<file path="src/rtl/mf_capture_sequencer_pkg.sv">
// Shared types and constants for the capture sequencer: FSM states,
// configuration register addresses and CTRL bit positions.
package mf_capture_pkg;

  typedef enum logic [2:0] {
    ST_IDLE    = 3'd0,
    ST_ARMED   = 3'd1,
    ST_HOLDOFF = 3'd2,
    ST_CAPTURE = 3'd3,
    ST_DONE    = 3'd4
  } state_e;

  localparam logic [1:0] ADDR_SEL     = 2'd0;
  localparam logic [1:0] ADDR_HOLDOFF = 2'd1;
  localparam logic [1:0] ADDR_LENGTH  = 2'd2;
  localparam logic [1:0] ADDR_CTRL    = 2'd3;

  localparam int CTRL_AUTO_REARM = 0;
  localparam int CTRL_SW_TRIG    = 1;

endpackage

</file>
<file path="src/rtl/mf_capture_sequencer_if.sv">
// Stream bundle between the ADC/matched-filter sources and the capture buffers.
interface mf_capture_sequencer_if #(
  parameter int NSRC = 4,
  parameter int NBUF = 4,
  parameter int DW   = 128
);
  logic [NSRC*DW-1:0] src_tdata_i;
  logic [NSRC-1:0]    src_tvalid_i;
  logic [NBUF*DW-1:0] buf_tdata_o;
  logic [NBUF-1:0]    buf_tvalid_o;
  logic [NBUF-1:0]    buf_tready_i;

  modport slave (
    input  src_tdata_i, src_tvalid_i, buf_tready_i,
    output buf_tdata_o, buf_tvalid_o
  );

  modport master (
    output src_tdata_i, src_tvalid_i, buf_tready_i,
    input  buf_tdata_o, buf_tvalid_o
  );
endinterface

</file>
<file path="src/rtl/mf_capture_sequencer_router.sv">
// One buffer lane: registered NSRC:1 source mux with the valid gated by the
// capture window. Out-of-range selects produce zero data and no valid.
module mf_stream_router #(
  parameter int NSRC = 4,
  parameter int DW   = 128,
  parameter int SELW = 2
) (
  input  logic               aclk,
  input  logic               aclk_rst_i,
  input  logic [SELW-1:0]    sel_i,
  input  logic               window_i,
  input  logic [NSRC*DW-1:0] src_tdata_i,
  input  logic [NSRC-1:0]    src_tvalid_i,
  output logic [DW-1:0]      tdata_o,
  output logic               tvalid_o
);

  logic [DW-1:0] tdata_d, tdata_q;
  logic          tvalid_d, tvalid_q;

  always_comb begin
    tdata_d  = '0;
    tvalid_d = 1'b0;
    for (int k = 0; k < NSRC; k++) begin
      if (int'(sel_i) == k) begin
        tdata_d  = src_tdata_i[k*DW +: DW];
        tvalid_d = window_i & src_tvalid_i[k];
      end
    end
  end

  always_ff @(posedge aclk) begin
    if (aclk_rst_i) begin
      tdata_q  <= '0;
      tvalid_q <= 1'b0;
    end else begin
      tdata_q  <= tdata_d;
      tvalid_q <= tvalid_d;
    end
  end

  assign tdata_o  = tdata_q;
  assign tvalid_o = tvalid_q;

endmodule

</file>
<file path="src/rtl/mf_capture_sequencer.sv">
// Capture sequencer: register file, arm/trigger/hold-off/capture FSM and
// per-buffer stream routing with a cycle-exact valid window.
module mf_capture_sequencer
  import mf_capture_pkg::*;
#(
  parameter int NSRC = 4,
  parameter int NBUF = 4,
  parameter int DW   = 128,
  parameter int SELW = 2,
  parameter int CW   = 16
) (
  input  logic        aclk,
  input  logic        aclk_rst_i,
  input  logic        cfg_wr_i,
  input  logic [1:0]  cfg_addr_i,
  input  logic [31:0] cfg_dat_i,
  input  logic        arm_i,
  input  logic        abort_i,
  input  logic        capture_i,
  mf_capture_sequencer_if.slave strm,
  output logic [2:0]  state_o,
  output logic        done_o,
  output logic        overflow_o,
  output logic [7:0]  trig_missed_o
);

  localparam int SW = NBUF*SELW;

  state_e          state_q, state_d;
  logic [CW-1:0]   cnt_q, cnt_d;
  logic [SW-1:0]   sel_q, sel_d, sel_sh_q;
  logic [CW-1:0]   hold_q, hold_d, hold_sh_q;
  logic [CW-1:0]   len_q, len_d, len_sh_q;
  logic            auto_q, auto_d;
  logic            cap_prev_q;
  logic            done_q, ovf_q, ovf_d;
  logic [7:0]      miss_q, miss_d;
  logic            sw_trig, trig, arm_ok, enter_armed, win_d;
  logic [NBUF-1:0] buf_vld;
  logic            unused_cfg;

  function automatic logic [7:0] sat_inc8(input logic [7:0] v);
    return (v == 8'hFF) ? v : v + 8'd1;
  endfunction

  assign unused_cfg = ^cfg_dat_i;

  always_comb begin
    sel_d   = sel_q;
    hold_d  = hold_q;
    len_d   = len_q;
    auto_d  = auto_q;
    sw_trig = 1'b0;
    if (cfg_wr_i) begin
      case (cfg_addr_i)
        ADDR_SEL:     sel_d  = cfg_dat_i[SW-1:0];
        ADDR_HOLDOFF: hold_d = cfg_dat_i[CW-1:0];
        ADDR_LENGTH:  len_d  = cfg_dat_i[CW-1:0];
        default: begin
          auto_d  = cfg_dat_i[CTRL_AUTO_REARM];
          sw_trig = cfg_dat_i[CTRL_SW_TRIG];
        end
      endcase
    end
  end

  // A simultaneous pin edge and software trigger collapse into one event.
  assign trig = (capture_i & ~cap_prev_q) | sw_trig;

  always_comb begin
    state_d = state_q;
    cnt_d   = cnt_q;
    arm_ok  = 1'b0;
    if (abort_i) begin
      state_d = ST_IDLE;
    end else begin
      case (state_q)
        ST_IDLE: if (arm_i) begin
          state_d = ST_ARMED;
          arm_ok  = 1'b1;
        end
        ST_ARMED: if (trig) begin
          state_d = ST_HOLDOFF;
          cnt_d   = hold_sh_q;
        end
        ST_HOLDOFF: begin
          if (cnt_q == '0) begin
            if (len_sh_q == '0) begin
              state_d = ST_DONE;
            end else begin
              state_d = ST_CAPTURE;
              cnt_d   = len_sh_q;
            end
          end else begin
            cnt_d = cnt_q - CW'(1);
          end
        end
        ST_CAPTURE: begin
          if (cnt_q <= CW'(1)) state_d = ST_DONE;
          else                 cnt_d   = cnt_q - CW'(1);
        end
        ST_DONE: begin
          if (arm_i) begin
            state_d = ST_ARMED;
            arm_ok  = 1'b1;
          end else if (auto_q) begin
            state_d = ST_ARMED;
          end
        end
        default: state_d = ST_IDLE;
      endcase
    end
  end

  assign enter_armed = (state_d == ST_ARMED) && (state_q != ST_ARMED);
  assign win_d       = (state_d == ST_CAPTURE);

  always_comb begin
    ovf_d = arm_ok ? 1'b0 : (ovf_q | (|(buf_vld & ~strm.buf_tready_i)));
    if (arm_i)
      miss_d = 8'd0;
    else if (trig && (state_q inside {ST_HOLDOFF, ST_CAPTURE, ST_DONE}))
      miss_d = sat_inc8(miss_q);
    else
      miss_d = miss_q;
  end

  always_ff @(posedge aclk) begin
    if (aclk_rst_i) begin
      state_q    <= ST_IDLE;
      cnt_q      <= '0;
      sel_q      <= '0;
      hold_q     <= '0;
      len_q      <= CW'(1);
      auto_q     <= 1'b0;
      sel_sh_q   <= '0;
      hold_sh_q  <= '0;
      len_sh_q   <= CW'(1);
      cap_prev_q <= 1'b0;
      done_q     <= 1'b0;
      ovf_q      <= 1'b0;
      miss_q     <= 8'd0;
    end else begin
      state_q    <= state_d;
      cnt_q      <= cnt_d;
      sel_q      <= sel_d;
      hold_q     <= hold_d;
      len_q      <= len_d;
      auto_q     <= auto_d;
      cap_prev_q <= capture_i;
      done_q     <= (state_d == ST_DONE);
      ovf_q      <= ovf_d;
      miss_q     <= miss_d;
      // Shadows take this cycle's writes so a write coincident with arming counts.
      if (enter_armed) begin
        sel_sh_q  <= sel_d;
        hold_sh_q <= hold_d;
        len_sh_q  <= len_d;
      end
    end
  end

  for (genvar b = 0; b < NBUF; b++) begin : g_buf
    mf_stream_router #(
      .NSRC(NSRC),
      .DW  (DW),
      .SELW(SELW)
    ) u_router (
      .aclk        (aclk),
      .aclk_rst_i  (aclk_rst_i),
      .sel_i       (sel_sh_q[b*SELW +: SELW]),
      .window_i    (win_d),
      .src_tdata_i (strm.src_tdata_i),
      .src_tvalid_i(strm.src_tvalid_i),
      .tdata_o     (strm.buf_tdata_o[b*DW +: DW]),
      .tvalid_o    (buf_vld[b])
    );
  end

  assign strm.buf_tvalid_o = buf_vld;
  assign state_o           = state_q;
  assign done_o            = done_q;
  assign overflow_o        = ovf_q;
  assign trig_missed_o     = miss_q;

endmodule

</file>
<file path="src/flat_wrapper.sv">
// flat-port wrapper written by rule: the top's interface ports become plain ports
module mf_capture_sequencer_flat import mf_capture_pkg::*;
#(
  parameter int NSRC = 4,
  parameter int NBUF = 4,
  parameter int DW   = 128,
  parameter int SELW = 2,
  parameter int CW   = 16
)
  (aclk, aclk_rst_i, cfg_wr_i, cfg_addr_i, cfg_dat_i, arm_i, abort_i, capture_i, state_o, done_o, overflow_o, trig_missed_o, strm_src_tdata_i, strm_src_tvalid_i, strm_buf_tready_i, strm_buf_tdata_o, strm_buf_tvalid_o);
  mf_capture_sequencer_if #(.NSRC(NSRC), .NBUF(NBUF), .DW(DW)) strm_i ();
  input  logic aclk;
  input  logic aclk_rst_i;
  input  logic cfg_wr_i;
  input  logic [1:0] cfg_addr_i;
  input  logic [31:0] cfg_dat_i;
  input  logic arm_i;
  input  logic abort_i;
  input  logic capture_i;
  output logic [2:0] state_o;
  output logic done_o;
  output logic overflow_o;
  output logic [7:0] trig_missed_o;
  input wire logic [$bits(strm_i.src_tdata_i)-1:0] strm_src_tdata_i;
  input wire logic [$bits(strm_i.src_tvalid_i)-1:0] strm_src_tvalid_i;
  input wire logic [$bits(strm_i.buf_tready_i)-1:0] strm_buf_tready_i;
  output wire logic [$bits(strm_i.buf_tdata_o)-1:0] strm_buf_tdata_o;
  output wire logic [$bits(strm_i.buf_tvalid_o)-1:0] strm_buf_tvalid_o;
  assign strm_i.src_tdata_i = strm_src_tdata_i;
  assign strm_i.src_tvalid_i = strm_src_tvalid_i;
  assign strm_i.buf_tready_i = strm_buf_tready_i;
  assign strm_buf_tdata_o = strm_i.buf_tdata_o;
  assign strm_buf_tvalid_o = strm_i.buf_tvalid_o;
  mf_capture_sequencer #(.NSRC(NSRC), .NBUF(NBUF), .DW(DW), .SELW(SELW), .CW(CW)) u_core (.aclk(aclk), .aclk_rst_i(aclk_rst_i), .cfg_wr_i(cfg_wr_i), .cfg_addr_i(cfg_addr_i), .cfg_dat_i(cfg_dat_i), .arm_i(arm_i), .abort_i(abort_i), .capture_i(capture_i), .strm(strm_i), .state_o(state_o), .done_o(done_o), .overflow_o(overflow_o), .trig_missed_o(trig_missed_o));
endmodule
</file>
<file path="config.mk">
export PLATFORM = sky130hd
export DESIGN_NAME = mf_capture_sequencer_flat
export DESIGN_NICKNAME = d
export VERILOG_FILES = /design/src/rtl/mf_capture_sequencer_pkg.sv /design/src/rtl/mf_capture_sequencer_if.sv /design/src/rtl/mf_capture_sequencer_router.sv /design/src/rtl/mf_capture_sequencer.sv /design/src/flat_wrapper.sv
export SDC_FILE = /design/constraint.sdc
export NUM_CORES = 1
export LEC_CHECK = 0
export ABC_CLOCK_PERIOD_IN_PS = 3800
export BUFFER_PORTS_ARGS = -buffer_cell sky130_fd_sc_hd__buf_2
export CAP_MARGIN = 40
export CORE_AREA = 2 2 424 426
export CTS_CLUSTER_DIAMETER = 60
export DETAILED_ROUTE_END_ITERATION = 10
export DIE_AREA = 0 0 426 428
export PLACE_DENSITY_LB_ADDON = 0.08
export SLEW_MARGIN = 15
export SYNTH_ARGS = -nofsm -noshare
export SYNTH_HDL_FRONTEND = slang
export SYNTH_SLANG_ARGS = --single-unit
</file>
<file path="constraint.sdc">
create_clock -name aclk -period 3.8 [get_ports aclk]
set_input_delay 0.19 -clock aclk [delete_from_list [all_inputs] [get_ports aclk]]
set_output_delay 0.19 -clock aclk [all_outputs]
set_load 0.03 [all_outputs]
</file>
Word level (Yosys, flattened, before mapping)
Cells that the tools add are included.
{"block": "op_classes", "n_lt_le_gt_ge": 1, "addsub": 2, "n_eq_ne": 26, "bitwise": 13, "reduce_logical": 20, "muxes": 57}
{"op": "$mux 128", "n": 16}
{"op": "$mux 16", "n": 8}
{"op": "$pmux 16 s3", "n": 1}
{"op": "$logic_not 16->1", "n": 2}
{"op": "$mux 3", "n": 8}
{"op": "$mux 1", "n": 21}
{"op": "$eq 2x2->1 const B", "n": 9}
{"op": "$le 16x1->1 const B", "n": 1}
{"op": "$mux 8", "n": 2}
{"op": "$sub 16x1->16 const B", "n": 1}
{"op": "$pmux 3 s5", "n": 1}
{"op": "$eq 2x1->1 const B", "n": 5}
{"op": "$logic_not 2->1", "n": 5}
{"op": "$eq 3x2->1 const B", "n": 3}
{"op": "$add 8x1->8 const B", "n": 1}
{"op": "$eq 8x8->1 const B", "n": 1}
{"op": "$eq 3x1->1 const B", "n": 2}
{"op": "$eq 3x3->1 const B", "n": 2}
{"op": "$reduce_bool 3->1", "n": 2}
{"op": "$reduce_or 2->1", "n": 3}
{"op": "$and 1x1->1", "n": 5}
{"op": "$reduce_and 5->1", "n": 1}
{"op": "$and 4x4->4", "n": 1}
{"op": "$not 1->1", "n": 4}
{"op": "11 further kinds", "n": 14}
{"block": "totals", "reg_bits": 627, "wordCells": 140}

Longest topological paths before layout
{"block": "logic_depth", "word_depth": 14, "mapped_depth": 9}

Hierarchy
From an unflattened synthesis, not the netlist that was laid out.
{"block": "hier_totals", "hier_cells": 2903, "area_unflattened_um2": 30566.8}
{"mod": "mf_stream_router", "cells_per_inst": 574, "area_each_um2": 6454.9, "n_inst": 4, "seq_area_each_um2": 2582.5}
{"mod": "mf_capture_sequencer", "cells_per_inst": 607, "area_each_um2": 4747.1, "n_inst": 1, "seq_area_each_um2": 2222.1}

Worst setup path after synthesis
OpenSTA, ideal clock, no wires.
{"block": "synth_path", "path_kind": "register -> register", "from": "register u_core.state_q[0] (netlist: u_core.state_o[0])", "to": "register u_core.len_sh_q[0]", "setup_slack_ps": 1627, "arrival_ps": 2059, "period_less_slack_ps": 2173, "path_buffers": 1, "stages_incl_launch_ff": 8, "cell_sequence": "dfxtp_1 inv_1 nor4_1 o21bai_1 nor3_1 clkbuf_1 nor2_1 a21o_1"}
{"block": "synth_via", "elab_chain_cells": 6, "word_cells_on_any_way": 16, "classes_between": "eq/ne: 6; mux: 8; reduce/logical: 2"}
{"item": "from (decl)", "line_no": "mf_capture_sequencer.sv:29", "rtl": "state_e state_q, state_d;"}
{"item": "from (signal assigned)", "line_no": "mf_capture_sequencer.sv:144", "rtl": "state_q <= state_d;"}
{"item": "$mux 3", "line_no": "mf_capture_sequencer.sv:106", "rtl": "end else if (auto_q) begin"}
{"item": "$mux 3", "line_no": "mf_capture_sequencer.sv:103", "rtl": "if (arm_i) begin"}
{"item": "$pmux 3 s5", "line_no": "mf_capture_sequencer.sv:77", "rtl": "case (state_q)"}
{"item": "$mux 3", "line_no": "mf_capture_sequencer.sv:74", "rtl": "if (abort_i) begin"}
{"item": "$eq 3x1->1", "line_no": "mf_capture_sequencer.sv:115", "rtl": "assign enter_armed = (state_d == ST_ARMED) && (state_q != ST_ARMED);"}
{"item": "$logic_and 1x1->1 *", "line_no": "mf_capture_sequencer.sv:115"}
{"item": "to (signal assigned)", "line_no": "mf_capture_sequencer.sv:158", "rtl": "len_sh_q <= len_d;"}
{"item": "to (decl)", "line_no": "mf_capture_sequencer.sv:33", "rtl": "logic [CW-1:0] len_q, len_d, len_sh_q;"}
Mark *: on every way between the ends. The rest lies on a longest branch, timed or not.
A chain may end at the register's enable or synchronous reset.

Worst setup path in the final report
{"block": "layout_path", "from": "register u_core.cnt_q[11]", "to": "register u_core.g_buf[0].u_router.tvalid_q"}
{"block": "layout_via", "elab_chain_cells": 10, "word_cells_on_any_way": 15, "classes_between": "order compare: 1; eq/ne: 1; mux: 8; bitwise: 4; reduce/logical: 1"}
{"item": "from (decl)", "line_no": "mf_capture_sequencer.sv:30", "rtl": "logic [CW-1:0] cnt_q, cnt_d;"}
{"item": "from (signal assigned)", "line_no": "mf_capture_sequencer.sv:145", "rtl": "cnt_q <= cnt_d;"}
{"item": "$le 16x1->1 or $logic_not 16->1 (tied branches)", "line_no": "mf_capture_sequencer.sv:99, mf_capture_sequencer.sv:87"}
{"item": "$mux 3 (on tied branches)", "line_no": "mf_capture_sequencer.sv:99, mf_capture_sequencer.sv:87"}
{"item": "$pmux 3 s5 *", "line_no": "mf_capture_sequencer.sv:77"}
{"item": "$mux 3 *", "line_no": "mf_capture_sequencer.sv:74"}
{"item": "$eq 3x2->1 *", "line_no": "mf_capture_sequencer.sv:116", "rtl": "assign win_d = (state_d == ST_CAPTURE);"}
{"item": "$and 1x1->1", "line_no": "mf_capture_sequencer_router.sv:27", "rtl": "tvalid_d = window_i & src_tvalid_i[k];"}
{"item": "$mux 1 (3 in a row)", "line_no": "mf_capture_sequencer_router.sv:25", "rtl": "if (int'(sel_i) == k) begin"}
{"item": "$mux 1 *", "line_no": "mf_capture_sequencer_router.sv:25"}
{"item": "to (signal assigned)", "line_no": "mf_capture_sequencer_router.sv:38", "rtl": "tvalid_q <= tvalid_d;"}
{"item": "to (decl)", "line_no": "mf_capture_sequencer_router.sv:19", "rtl": "logic tvalid_d, tvalid_q;"}
Marks and branches as above.

==> results.md <==
- The worst hold path was traced through 3 stages.
- The area used by sequential logic in the layout is 0.0126 mm^2.
- The maximum number of pins on one net before global-route repair is 111.
- The initial cell density of the core is 17.4%.
- The combinational cell fraction of total power is 19.0%.
- Dividing the detail-routed wire length by the instance count gives 25.8 um.
- The clock sink count is 627.
- The area enclosed by the die boundary is 0.182 mm^2.
- Of all flip-flops after synthesis, the portion carrying an async set or reset was 0%.
- The number of hold violations in the final report is 0.
- The share of the Yosys chip area taken by registers is 40.7%.
- Timing would allow up to 346 MHz.
- The flow ran to the end, and the final reports show no timing, DRC or antenna violations.
- The core region is 0.178 mm^2.
- The congestion estimate from routability-driven global placement came to 0.876.
- After clock tree synthesis, the flow added hold-fix buffers numbering 907.
- The number of cell instances on the worst register-to-register path is 6.
- The switching power summed over all nets is 6.12 mW.
- Along the worst path, the maximum fanout reaches 13.
- The power density normalized to cell area is 409 mW/mm^2.
- The worst ir drop on vdd is 0.421 mV.
- The largest family of logic cells by synthesized area is multiplexers.
- Compared with the post-synthesis result, the final layout area differs by 68.9%.
- The clock passes through at most 3 buffers.
- The detail route stage leaves a number of antenna-violating nets equal to 0.
- The final clock period utilization by the worst path is 76.1%.
- A synthesized cell averages 13.1 um^2.
- In the final layout, the multi-input gates occupy 0.0174 mm^2.
- The clock latency on the worst-skew pair is 0.75 ns.
- The final layout contains routed wiring with a total length of 175 mm.
- The post-synthesis compound-gate area fraction is 2.84%.
- The total number of yosys warnings is 0.
- The height of the die is 428 um.
- The number of clock buffers inserted by TritonCTS is 106.
- Post-CTS repair changed the size of 0 cells.
- The nature of the critical path startpoint is a register.
- The DRC violation count after routing is 0.
- The mux contribution to synthesized area is 38.1%.
- The site row count is 155.
- TritonCTS built the clock tree.
- The final net count is 4855.
- Data arrives at the worst endpoint at 3.55 ns.
- The buffer type at the clock tree root is clkbuf_16.
- At the worst endpoint, the required time is 4.46 ns.
- The max-slew headroom at the worst pin is 45.9%.
- In this run the horizontal extent of the chip is 426 um.
- The worst setup path is captured at a register.
- The first detailed-routing pass ran for 4 iterations.
- Setup violations remaining at the end of the flow were counted as 0.
- The prevailing post-synth register cell is dfxtp_1.
- The synthesized netlist occupies a cell area of 0.0308 mm^2.
- The total count of max-transition violations in the final report is 0.
- The post-CTS clock slew at the launch and capture registers of the worst setup and hold paths is 0.05 ns.
- Across all layers, the routed design uses 28600 vias.
- The internal cell power is 15.2 mW.
- Counting flops and latches in the post-synthesis netlist gives 627.
- The type of the worst min-delay path is in -> reg.
- Summed over all cells, the static leakage comes to 20.4 nW.
- The top cell type by area accounts for 40.7% of the synthesized area.
- Summing the areas of all and, or, nand and nor instances in the mapped netlist gives 14.9% of the synthesized area.
- After routing, the total negative slack on setup checks comes to 0 ns.
- The first-pass GRT wire length is 242 mm.
- For this block, the initial DRC count from the detailed router was 1530.
- The via count of the first global-routing pass is 30200.
- Counting every net in the synthesized netlist gives 2910.
- On the final layout, the worst hold slack is 0.0396 ns.
- Counting flops with a built-in enable in the synthesized netlist gives 0.
- The net switching fraction of the power is 28.7%.
- After global routing the overflow that remains totals 0.
- The count of input and output buffers is 1072.
- Counting distinct cell types in the post-synthesis netlist gives 54.
- After layout, the minimum clock period comes to 2.89 ns.
- The number of vias per cell is 4.23.
- After Yosys synthesis, full adders, half adders and majority gates account for 0.162% of the synthesized area.
- The largest area contributor in the netlist is dfxtp_1.
- During I/O placement, the number of pins put on the boundary was 1089.
- The tool flagged a number of max-cap violations equal to 0.
- The share of power burned in registers is 33.3%.
- The transition time at the pin with the least slew margin is 0.810 ns.
- The number of inserted filler cells in the final layout is 18700.
- The critical path in this run is classified as reg -> reg.
- The number of antenna violations at the first check in global routing is 72.
- Once detailed placement completed, the half-perimeter wirelength came to 130 mm.
- The clock network accounts for 47.7% of the total power.
- The number of buffers inserted by post-CTS setup repair is 0.
- Global routing used 18.7% of the available tracks across all layers.
- After synthesis, the cell types taking the most area are dfxtp_1 41%, mux4_2 38%, nor2b_1 11%, clkbuf_1 1.8%, nand2_1 1.5%.
- After Yosys synthesis, XOR and XNOR cells account for 0.256% of the synthesized area.
- The final setup skew is 0.0206 ns.
- Synthesis handed over a netlist of 2346 instances.
- Setup repair after global routing left no endpoint under its margin.
- The number of H-tree levels is 3.
- Cells with a size suffix above 1 make up 42.6% of the layout.
## worst max-delay path, cell delays in order, from the launching register on
cell      delay (ns)
dfxtp_1         0.35
nor4_1          0.60
and4_1          0.45
nand2_1         0.47
o311ai_1        0.50
nand3_1         0.25
nor2b_1         0.18
## power by group through the flow
| stage | Clock, mW | Combinational (mW) | Sequential, mW |
|---|---|---|---|
| floorplan | 0 | 1.10 | 7.88 |
| finish | 10.2 | 4.04 | 7.09 |
| detailed placement | 0 | 3.15 | 7.24 |
| global placement | 0 | 3.16 | 7.24 |
| global route | 10.8 | 4.28 | 7.13 |
| CTS | 10.5 | 4.08 | 7.10 |
## path summary, 6_finish.rpt
check	start	end	slack (ns)
worst max-delay path	u_core.cnt_q[11]	u_core.g_buf[0].u_router.tvalid_o	0.91
worst min-delay path	strm_src_tdata_i[164]	u_core.g_buf[1].u_router.tdata_o[36]	0.04
worst max register to register	u_core.cnt_q[11]	u_core.g_buf[0].u_router.tvalid_o	0.91
worst min register to register	u_core.hold_q[6]	u_core.hold_q[6]	0.46
## logic make-up after synthesis
family | after synthesis
flops | 627
buf+inv | 228
xor+xnor | 9
mux | 528
simple gates | 802
fa+ha+maj | 4
compound gates | 148
## layer usage
| layer | share of wire, % | GRT usage (%) |
|---|---|---|
| met5 | 0.20 | 0 |
| met4 | 3.2 | 6.29 |
| met3 | 6.5 | 4.87 |
| met2 | 50 | 32.7 |
| met1 | 40 | 22.1 |
## state kept, by name, indices dropped and copies added (netlist names)
signal	count
u_core.g_buf.u_router.tdata_o	512
u_core.cnt_q	16
u_core.hold_q	16
u_core.hold_sh_q	16
u_core.len_q	16
u_core.len_sh_q	16
u_core.sel_q	8
u_core.sel_sh_q	8
u_core.trig_missed_o	8
u_core.g_buf.u_router.tvalid_o	4
u_core.state_o	3
u_core.auto_q	1
u_core.cap_prev_q	1
u_core.done_o	1
u_core.overflow_o	1
## layout make-up
class,count,area share (%)
repair buffers,2053,29.6
multi-input cells,1491,33.3
inverters,12,0.0864
well taps,2355,5.65
flip-flops and latches,627,24.1
clock buffers,141,5.75
diodes,32,0.154
clock inverters,53,1.28
## layout by cell type, fill, tap and decap left out, types with 31 or more instances in the layout
cell / instances
nand2_1: 127
nor2_1: 47
diode_2: 32
nand2b_1: 41
mux4_2: 516
buf_4: 40
nor2b_1: 520
a21oi_1: 51
dlygate4sd3_1: 907
clkbuf_16: 108
buf_2: 1071
buf_12: 31
o21ai_0: 57
dfxtp_1: 619
## Yosys cell counts (2+ instances only)
cell	count
nor3b_1	3
buf_6	2
or3_1	3
o22ai_1	3
buf_2	44
a31oi_1	6
buf_4	6
buf_1	12
inv_1	12
dfxtp_1	627
a31o_2	2
nand2b_1	41
o21bai_1	4
a311oi_1	2
nand3b_1	4
a211o_1	4
or2_2	2
nand2_1	127
o21ai_0	57
nand4_1	7
mux2i_1	11
o41ai_1	2
o21ai_1	2
a221oi_2	3
nor2b_1	521
mux4_2	516
nand3_1	9
and3b_1	2
xnor2_1	2
ha_1	4
a211oi_1	2
clkbuf_1	152
and3_1	6
nor2_1	48
nor3_1	12
nor4_1	10
a21oi_1	51
xor2_1	7
and4_1	3
## stage by stage
| step | utilization (%) | cell area [um^2] | cells | power [mW] | worst slack, ns |
|---|---|---|---|---|---|
| 2_1_floorplan | - | 30800 | 2346 | 8.98 | 1.63 |
| 3_3_place_gp | 22.1 | 39200 | 5625 | 10.4 | 1.00 |
| 3_5_place_dp | 22.1 | 39300 | 5631 | 10.4 | 0.948 |
| 4_1_cts | 29.3 | 52000 | 6732 | 21.7 | 0.906 |
| 5_1_grt | 29.3 | 52100 | 6744 | 22.2 | 0.638 |
| 6_report | 29.3 | 52100 | 6764 | 21.3 | 0.909 |
Note: power is estimated with default switching activity, not from simulation.
